File: config.mk
export PLATFORM = sky130hd
export DESIGN_NAME = conv3x3_engine_flat
export DESIGN_NICKNAME = d
export VERILOG_FILES = /design/src/rtl/conv3x3_pkg.sv /design/src/rtl/conv3x3_engine_if.sv /design/src/rtl/conv3x3_post.sv /design/src/rtl/conv3x3_engine.sv /design/src/flat_wrapper.sv
export SDC_FILE = /design/constraint.sdc
export NUM_CORES = 2
export LEC_CHECK = 0
export ABC_AREA = 1
export ABC_CLOCK_PERIOD_IN_PS = 10750
export CAP_MARGIN = 20
export CORE_UTILIZATION = 59
export DETAILED_ROUTE_END_ITERATION = 10
export PLACE_DENSITY = 0.76
export SETUP_SLACK_MARGIN = 0.4
export SLEW_MARGIN = 30
export SYNTH_ARGS = -nofsm -noshare
export SYNTH_HDL_FRONTEND = slang
export SYNTH_SLANG_ARGS = --single-unit
File: constraint.sdc
create_clock -name i_clk -period 10.75 [get_ports i_clk]
set_input_delay 1.075 -clock i_clk [delete_from_list [all_inputs] [get_ports i_clk]]
set_output_delay 1.075 -clock i_clk [all_outputs]
set_load 0.03 [all_outputs]
File: src/rtl/conv3x3_pkg.sv
// Shared types and constants for the 3x3 convolution engine.
// Sobel kernels, identity kernel, mode encoding, accumulator sizing.
package conv3x3_pkg;

  typedef enum logic [1:0] {
    MODE_SOBEL = 2'd0,
    MODE_GX    = 2'd1,
    MODE_GY    = 2'd2,
    MODE_USER  = 2'd3
  } mode_e;

  localparam int NTAP = 9;

  localparam logic signed [3:0] SOBEL_GX [NTAP] = '{
    -4'sd1, 4'sd0, 4'sd1,
    -4'sd2, 4'sd0, 4'sd2,
    -4'sd1, 4'sd0, 4'sd1
  };

  localparam logic signed [3:0] SOBEL_GY [NTAP] = '{
    -4'sd1, -4'sd2, -4'sd1,
     4'sd0,  4'sd0,  4'sd0,
     4'sd1,  4'sd2,  4'sd1
  };

  localparam logic signed [3:0] ID_K [NTAP] = '{
    4'sd0, 4'sd0, 4'sd0,
    4'sd0, 4'sd1, 4'sd0,
    4'sd0, 4'sd0, 4'sd0
  };

  function automatic int acc_width(input int pw, input int cw);
    return pw + cw + 4;
  endfunction

endpackage

File: src/rtl/conv3x3_engine_if.sv
// Window-in / result-out handshake bundle plus coefficient write port.
// master drives windows and consumes results; slave is the engine.
interface conv3x3_engine_if #(
  parameter int PIX_W  = 8,
  parameter int COEF_W = 8
);
  logic [9*PIX_W-1:0] i_pixel_data;
  logic               i_pixel_data_valid;
  logic               o_pixel_data_ready;
  logic [1:0]         i_mode;
  logic [3:0]         i_shift;
  logic               i_coef_wr;
  logic [3:0]         i_coef_addr;
  logic [COEF_W-1:0]  i_coef_data;
  logic [PIX_W-1:0]   o_convolved_data;
  logic               o_convolved_data_valid;
  logic               i_convolved_data_ready;

  modport master (
    output i_pixel_data, i_pixel_data_valid,
    output i_mode, i_shift,
    output i_coef_wr, i_coef_addr, i_coef_data,
    output i_convolved_data_ready,
    input  o_pixel_data_ready,
    input  o_convolved_data, o_convolved_data_valid
  );

  modport slave (
    input  i_pixel_data, i_pixel_data_valid,
    input  i_mode, i_shift,
    input  i_coef_wr, i_coef_addr, i_coef_data,
    input  i_convolved_data_ready,
    output o_pixel_data_ready,
    output o_convolved_data, o_convolved_data_valid
  );
endinterface

File: src/rtl/conv3x3_post.sv
// Stage-3 post-processing: abs/sum/saturate for Sobel modes,
// arithmetic shift and clamp for the user kernel.
module conv3x3_post
  import conv3x3_pkg::*;
#(
  parameter int PIX_W = 8,
  parameter int ACC_W = 20
) (
  input  logic signed [ACC_W-1:0] sum_a_i,
  input  logic signed [ACC_W-1:0] sum_b_i,
  input  mode_e                   mode_i,
  input  logic [3:0]              shift_i,
  output logic [PIX_W-1:0]        pix_o
);

  logic [ACC_W-1:0]        abs_a;
  logic [ACC_W-1:0]        abs_b;
  logic signed [ACC_W-1:0] shd;
  logic [ACC_W:0]          mag;

  assign abs_a = sum_a_i[ACC_W-1] ? -sum_a_i : sum_a_i;
  assign abs_b = sum_b_i[ACC_W-1] ? -sum_b_i : sum_b_i;
  assign shd   = sum_a_i >>> shift_i;

  // Non-negative magnitude per mode, then saturate to pixel range
  always_comb begin
    mag = '0;
    case (mode_i)
      MODE_SOBEL: mag = {1'b0, abs_a} + {1'b0, abs_b};
      MODE_USER:  mag = shd[ACC_W-1] ? '0 : {1'b0, shd};
      default:    mag = {1'b0, abs_a};
    endcase
    pix_o = (|mag[ACC_W:PIX_W]) ? '1 : mag[PIX_W-1:0];
  end

endmodule

File: src/rtl/conv3x3_engine.sv
// 3x3 convolution engine: multiply, sum, post-process pipeline
// with a single global stall driven by the output handshake.
module conv3x3_engine
  import conv3x3_pkg::*;
#(
  parameter int PIX_W  = 8,
  parameter int COEF_W = 8
) (
  input logic          i_clk,
  input logic          i_rst,
  conv3x3_engine_if.slave bus
);

  localparam int ACC_W = acc_width(PIX_W, COEF_W);
  typedef logic signed [ACC_W-1:0] acc_t;

  logic                     en;
  mode_e                    mode_in;
  logic signed [COEF_W-1:0] coef_q [NTAP];
  acc_t                     ka [NTAP];
  acc_t                     kb [NTAP];
  acc_t                     pa_d [NTAP];
  acc_t                     pb_d [NTAP];
  acc_t                     s1_pa_q [NTAP];
  acc_t                     s1_pb_q [NTAP];
  logic                     s1_vld_q;
  mode_e                    s1_mode_q;
  logic [3:0]               s1_shift_q;
  acc_t                     sa_d;
  acc_t                     sb_d;
  acc_t                     s2_sa_q;
  acc_t                     s2_sb_q;
  logic                     s2_vld_q;
  mode_e                    s2_mode_q;
  logic [3:0]               s2_shift_q;
  logic [PIX_W-1:0]         post_d;
  logic [PIX_W-1:0]         out_q;
  logic                     out_vld_q;

  assign en      = !out_vld_q || bus.i_convolved_data_ready;
  assign mode_in = mode_e'(bus.i_mode);

  assign bus.o_pixel_data_ready     = en;
  assign bus.o_convolved_data       = out_q;
  assign bus.o_convolved_data_valid = out_vld_q;

  // Kernel pick per incoming mode and per-tap products
  always_comb begin
    for (int k = 0; k < NTAP; k++) begin
      ka[k] = acc_t'(SOBEL_GX[k]);
      kb[k] = acc_t'(SOBEL_GY[k]);
      case (mode_in)
        MODE_GY:   ka[k] = acc_t'(SOBEL_GY[k]);
        MODE_USER: ka[k] = acc_t'(coef_q[k]);
        default:   ka[k] = acc_t'(SOBEL_GX[k]);
      endcase
      pa_d[k] = ka[k] *
        acc_t'({1'b0, bus.i_pixel_data[k*PIX_W +: PIX_W]});
      pb_d[k] = kb[k] *
        acc_t'({1'b0, bus.i_pixel_data[k*PIX_W +: PIX_W]});
    end
  end

  // User coefficients, writable regardless of stall
  always_ff @(posedge i_clk or posedge i_rst) begin
    if (i_rst) begin
      for (int k = 0; k < NTAP; k++)
        coef_q[k] <= COEF_W'(ID_K[k]);
    end else if (bus.i_coef_wr && bus.i_coef_addr <= 4'd8) begin
      coef_q[bus.i_coef_addr] <= bus.i_coef_data;
    end
  end

  // Stage 1: register products with the window's mode and shift
  always_ff @(posedge i_clk or posedge i_rst) begin
    if (i_rst) begin
      s1_vld_q   <= 1'b0;
      s1_mode_q  <= MODE_SOBEL;
      s1_shift_q <= '0;
      for (int k = 0; k < NTAP; k++) begin
        s1_pa_q[k] <= '0;
        s1_pb_q[k] <= '0;
      end
    end else if (en) begin
      s1_vld_q   <= bus.i_pixel_data_valid;
      s1_mode_q  <= mode_in;
      s1_shift_q <= bus.i_shift;
      for (int k = 0; k < NTAP; k++) begin
        s1_pa_q[k] <= pa_d[k];
        s1_pb_q[k] <= pb_d[k];
      end
    end
  end

  // Adder tree over the nine products
  always_comb begin
    sa_d = '0;
    sb_d = '0;
    for (int k = 0; k < NTAP; k++) begin
      sa_d = sa_d + s1_pa_q[k];
      sb_d = sb_d + s1_pb_q[k];
    end
  end

  // Stage 2: register sums
  always_ff @(posedge i_clk or posedge i_rst) begin
    if (i_rst) begin
      s2_vld_q   <= 1'b0;
      s2_mode_q  <= MODE_SOBEL;
      s2_shift_q <= '0;
      s2_sa_q    <= '0;
      s2_sb_q    <= '0;
    end else if (en) begin
      s2_vld_q   <= s1_vld_q;
      s2_mode_q  <= s1_mode_q;
      s2_shift_q <= s1_shift_q;
      s2_sa_q    <= sa_d;
      s2_sb_q    <= sb_d;
    end
  end

  conv3x3_post #(
    .PIX_W (PIX_W),
    .ACC_W (ACC_W)
  ) u_post (
    .sum_a_i (s2_sa_q),
    .sum_b_i (s2_sb_q),
    .mode_i  (s2_mode_q),
    .shift_i (s2_shift_q),
    .pix_o   (post_d)
  );

  // Stage 3: output register, held while downstream stalls
  always_ff @(posedge i_clk or posedge i_rst) begin
    if (i_rst) begin
      out_q     <= '0;
      out_vld_q <= 1'b0;
    end else if (en) begin
      out_q     <= post_d;
      out_vld_q <= s2_vld_q;
    end
  end

endmodule

File: src/flat_wrapper.sv
// flat-port wrapper written by rule: the top's interface ports become plain ports
module conv3x3_engine_flat import conv3x3_pkg::*;
#(
  parameter int PIX_W  = 8,
  parameter int COEF_W = 8
)
  (i_clk, i_rst, bus_i_pixel_data, bus_i_pixel_data_valid, bus_i_mode, bus_i_shift, bus_i_coef_wr, bus_i_coef_addr, bus_i_coef_data, bus_i_convolved_data_ready, bus_o_pixel_data_ready, bus_o_convolved_data, bus_o_convolved_data_valid);
  conv3x3_engine_if #(.PIX_W(PIX_W), .COEF_W(COEF_W)) bus_i ();
  input logic i_clk;
  input logic i_rst;
  input wire logic [$bits(bus_i.i_pixel_data)-1:0] bus_i_pixel_data;
  input wire logic [$bits(bus_i.i_pixel_data_valid)-1:0] bus_i_pixel_data_valid;
  input wire logic [$bits(bus_i.i_mode)-1:0] bus_i_mode;
  input wire logic [$bits(bus_i.i_shift)-1:0] bus_i_shift;
  input wire logic [$bits(bus_i.i_coef_wr)-1:0] bus_i_coef_wr;
  input wire logic [$bits(bus_i.i_coef_addr)-1:0] bus_i_coef_addr;
  input wire logic [$bits(bus_i.i_coef_data)-1:0] bus_i_coef_data;
  input wire logic [$bits(bus_i.i_convolved_data_ready)-1:0] bus_i_convolved_data_ready;
  output wire logic [$bits(bus_i.o_pixel_data_ready)-1:0] bus_o_pixel_data_ready;
  output wire logic [$bits(bus_i.o_convolved_data)-1:0] bus_o_convolved_data;
  output wire logic [$bits(bus_i.o_convolved_data_valid)-1:0] bus_o_convolved_data_valid;
  assign bus_i.i_pixel_data = bus_i_pixel_data;
  assign bus_i.i_pixel_data_valid = bus_i_pixel_data_valid;
  assign bus_i.i_mode = bus_i_mode;
  assign bus_i.i_shift = bus_i_shift;
  assign bus_i.i_coef_wr = bus_i_coef_wr;
  assign bus_i.i_coef_addr = bus_i_coef_addr;
  assign bus_i.i_coef_data = bus_i_coef_data;
  assign bus_i.i_convolved_data_ready = bus_i_convolved_data_ready;
  assign bus_o_pixel_data_ready = bus_i.o_pixel_data_ready;
  assign bus_o_convolved_data = bus_i.o_convolved_data;
  assign bus_o_convolved_data_valid = bus_i.o_convolved_data_valid;
  conv3x3_engine #(.PIX_W(PIX_W), .COEF_W(COEF_W)) u_core (.i_clk(i_clk), .i_rst(i_rst), .bus(bus_i));
endmodule
==> results.cfg <==
[clock_tree]
cts_buffer_depth = 3
cts_setup_buffers = 0
clk_pin_slew_ns = 0.06
numCtsBuffers = 46
cts_tree = yes
post_cts_resized = 0
clkLatencyLatePin_ns = 0.62
root_buffer = clkbuf_16
hold_buffers = 0
htree_levels = 2
cts_sinks = 384

[hold_path]
hold_path_depth = 2
min_path_type = reg -> reg

[yosys]
synth_cell_types = 54
synthTopCellsByArea = fa_1 28%, dfrtp_1 20%, inv_1 11%, ha_1 11%, nand2_1 9.6%
ys_warn_count = 0
ys.flop_type = dfrtp_1
synth_top_area_cell = fa_1
netlist_instances = 6047
synth_edf_count = 0
synth_seq_cells = 384
yosysMostFrequentCell = inv_1
synth_top_area_share_pct = 28.3
ys_seq_area_share_pct = 19.9
syn_nets = 7249
syn_area_um2 = 48200
synthArstFlopShare_pct = 100
avgSynthCellArea_um2 = 7.98
synth_commonest_cells = 1,425 x inv_1, 1,232 x nand2_1, 681 x fa_1

[floorplan]
coreArea_um2 = 80700
dieArea_um2 = 82900
num_io_pins = 105
die_w_um = 288
start_util_pct = 59.8
die_h_um = 288
rows = 104

[sta]
grt_setup_unrepaired = no
worst_slew_pin_slew_ns = 1.07
fmax_ghz = 0.139
hold_viol_final = 0
fin_crit_ns = 7.18
period_share_pct = 66.8
fin_setup_tns_ns = 0
setup_violations = 0
setup_slack_ns = 3.57
skew_ns = 0.0296
finalMaxSlewViolations = 0
slew-limit-headroom_pct = 28.9

[routing]
drt_iter0_drc = 3049
vias = 39000
vias_per_cell = 5.41
wl_per_cell_um = 18.2
ant_nets = 0
first_pass_iters = 9
drc = 8
wl_mm = 131

[outcome]
violations = design-rule violations
status = complete, but fails checks

[worst_setup_path]
start_kind = input pin
r2r_cells = 23
path_max_fanout = 17
arrival_ns = 7.68
crit_path_cell_trace = clkdlybuf4s50_1 > buf_4 > clkinv_1 > a21oi_1 > nor2_1 > inv_1 > fa_1 > inv_1 > fa_1 > fa_1 > inv_1 > fa_1 > inv_1 > ha_1 > nand4_1 > o21ai_0 > a31oi_1 > o21ai_0 > nand3_1 > nand2_1 > nand2_1 > nand3_1 > nand2_1
crit_type = in -> reg
cp-end-kind = flip-flop
max_stage_delay_ns = 0.88
cp.required_ns = 11.24
cpMaxStageDelayCell = a21oi_1

[job]
cap_viol_max_count = 0

[finish]
synthToLayoutAreaGrowth_pct = 7.49
drive_gt1_share_pct = 3.27
layout.nets = 7305
n_antenna_cell = 0

[grt]
antenna_found_initial = 3
grt_max_degree = 172
track_usage_pct = 32.6
grt_pass1_vias = 38800
overflow = 0
grt_pass1_wl_mm = 209

[place]
post-place-ws_ns = 3.41
place.gp.congestion = 1.00
dpl.hpwl_mm = 109
portBuffers = 104
-- final timing paths --
check | startpoint | to | slack (ns)
max | bus_i_mode[1] | u_core.s1_pa_q[118] | 3.57
min | u_core.s1_shift_q[0] | u_core.s1_shift_q[0] | 0.49
max reg2reg | u_core.coef_q[66] | u_core.s1_pa_q[178] | 5.47
min reg2reg | u_core.s1_shift_q[0] | u_core.s1_shift_q[0] | 0.49
max in group asynchronous | i_rst | u_core.coef_q[63] | 7.77
min in group asynchronous | i_rst | u_core.s1_shift_q[2] | 0.82
-- per-layer routing --
layer | vias to the layer above | wire length, um | track usage [%]
met5 | - | 13 | 0
li1 | 18400 | - | -
met4 | 2 | 6310 | 13.6
met3 | 275 | 9660 | 5.64
met2 | 1257 | 61500 | 53.0
met1 | 19000 | 53200 | 43.4
-- cell type report --
type	instances	area [um2]
multi-input combinational	4091	32700
fill	7032	28800
sequential	384	9610
inverter	1459	5490
tap	1060	1330
clock buffer	59	1250
timing repair buffer	121	1240
clock inverter	26	277
-- kinds of logic (layout without fill, tap and decap cells) --
| kind of cell | Yosys count | count (layout) | share of synthesized area [%] |
|---|---|---|---|
| AOI/OAI and AO/OA | 728 | 728 | 8.23 |
| adders and majority gates | 1107 | 1107 | 39.3 |
| xor gates and xnor gates | 115 | 115 | 2.09 |
| buffers and inverters | 1572 | 1665 | 12.4 |
| DFF | 384 | 384 | 19.9 |
| and+or+nand+nor | 2141 | 2141 | 18.0 |
-- flip-flops by register name (all words and copies together) (netlist names) --
register	flops
u_core.s2_shift_q	4
u_core.s2_mode_q	2
u_core.s2_sa_q	20
u_core.bus.o_convolved_data_valid	1
u_core.s2_sb_q	20
u_core.s1_pb_q	69
u_core.s1_mode_q	2
u_core.bus.o_convolved_data	8
u_core.s1_pa_q	180
u_core.s1_vld_q	1
u_core.s2_vld_q	1
u_core.s1_shift_q	4
u_core.coef_q	72
-- cells in the final DEF, fill, tap and decap left out, types with 36 or more instances in the layout --
master / count
fa_1: 681
ha_1: 426
nor2_1: 550
dfrtp_1: 383
nand2_1: 1232
xnor2_1: 41
a31oi_1: 36
clkbuf_16: 46
o21ai_0: 324
a21oi_1: 225
inv_1: 1422
clkdlybuf4s50_1: 104
nand3_1: 209
xor2_1: 74
or2_2: 44
-- worst max-delay path: cells and delay by family --
kind | cells | cell delay (ns)
compound gates | 4 | 1.66
fa+ha+maj | 5 | 2.34
buf+inv | 7 | 1.91
simple gates | 7 | 0.68
-- per-stage QoR --
stage	area, um2	instances	hold WS [ns]	utilization (%)
after floorplan	48200	6047	0.420	-
after global placement	50300	7113	0.467	62.3
after detailed placement	50300	7114	0.473	62.3
after CTS	51800	7199	0.490	64.2
after global routing	51800	7200	0.510	64.3
final	51800	7200	0.485	64.3
Power is left out: the tool's default activity adds up to more than one toggle a clock period on the data nets, which glitch-free logic cannot reach.
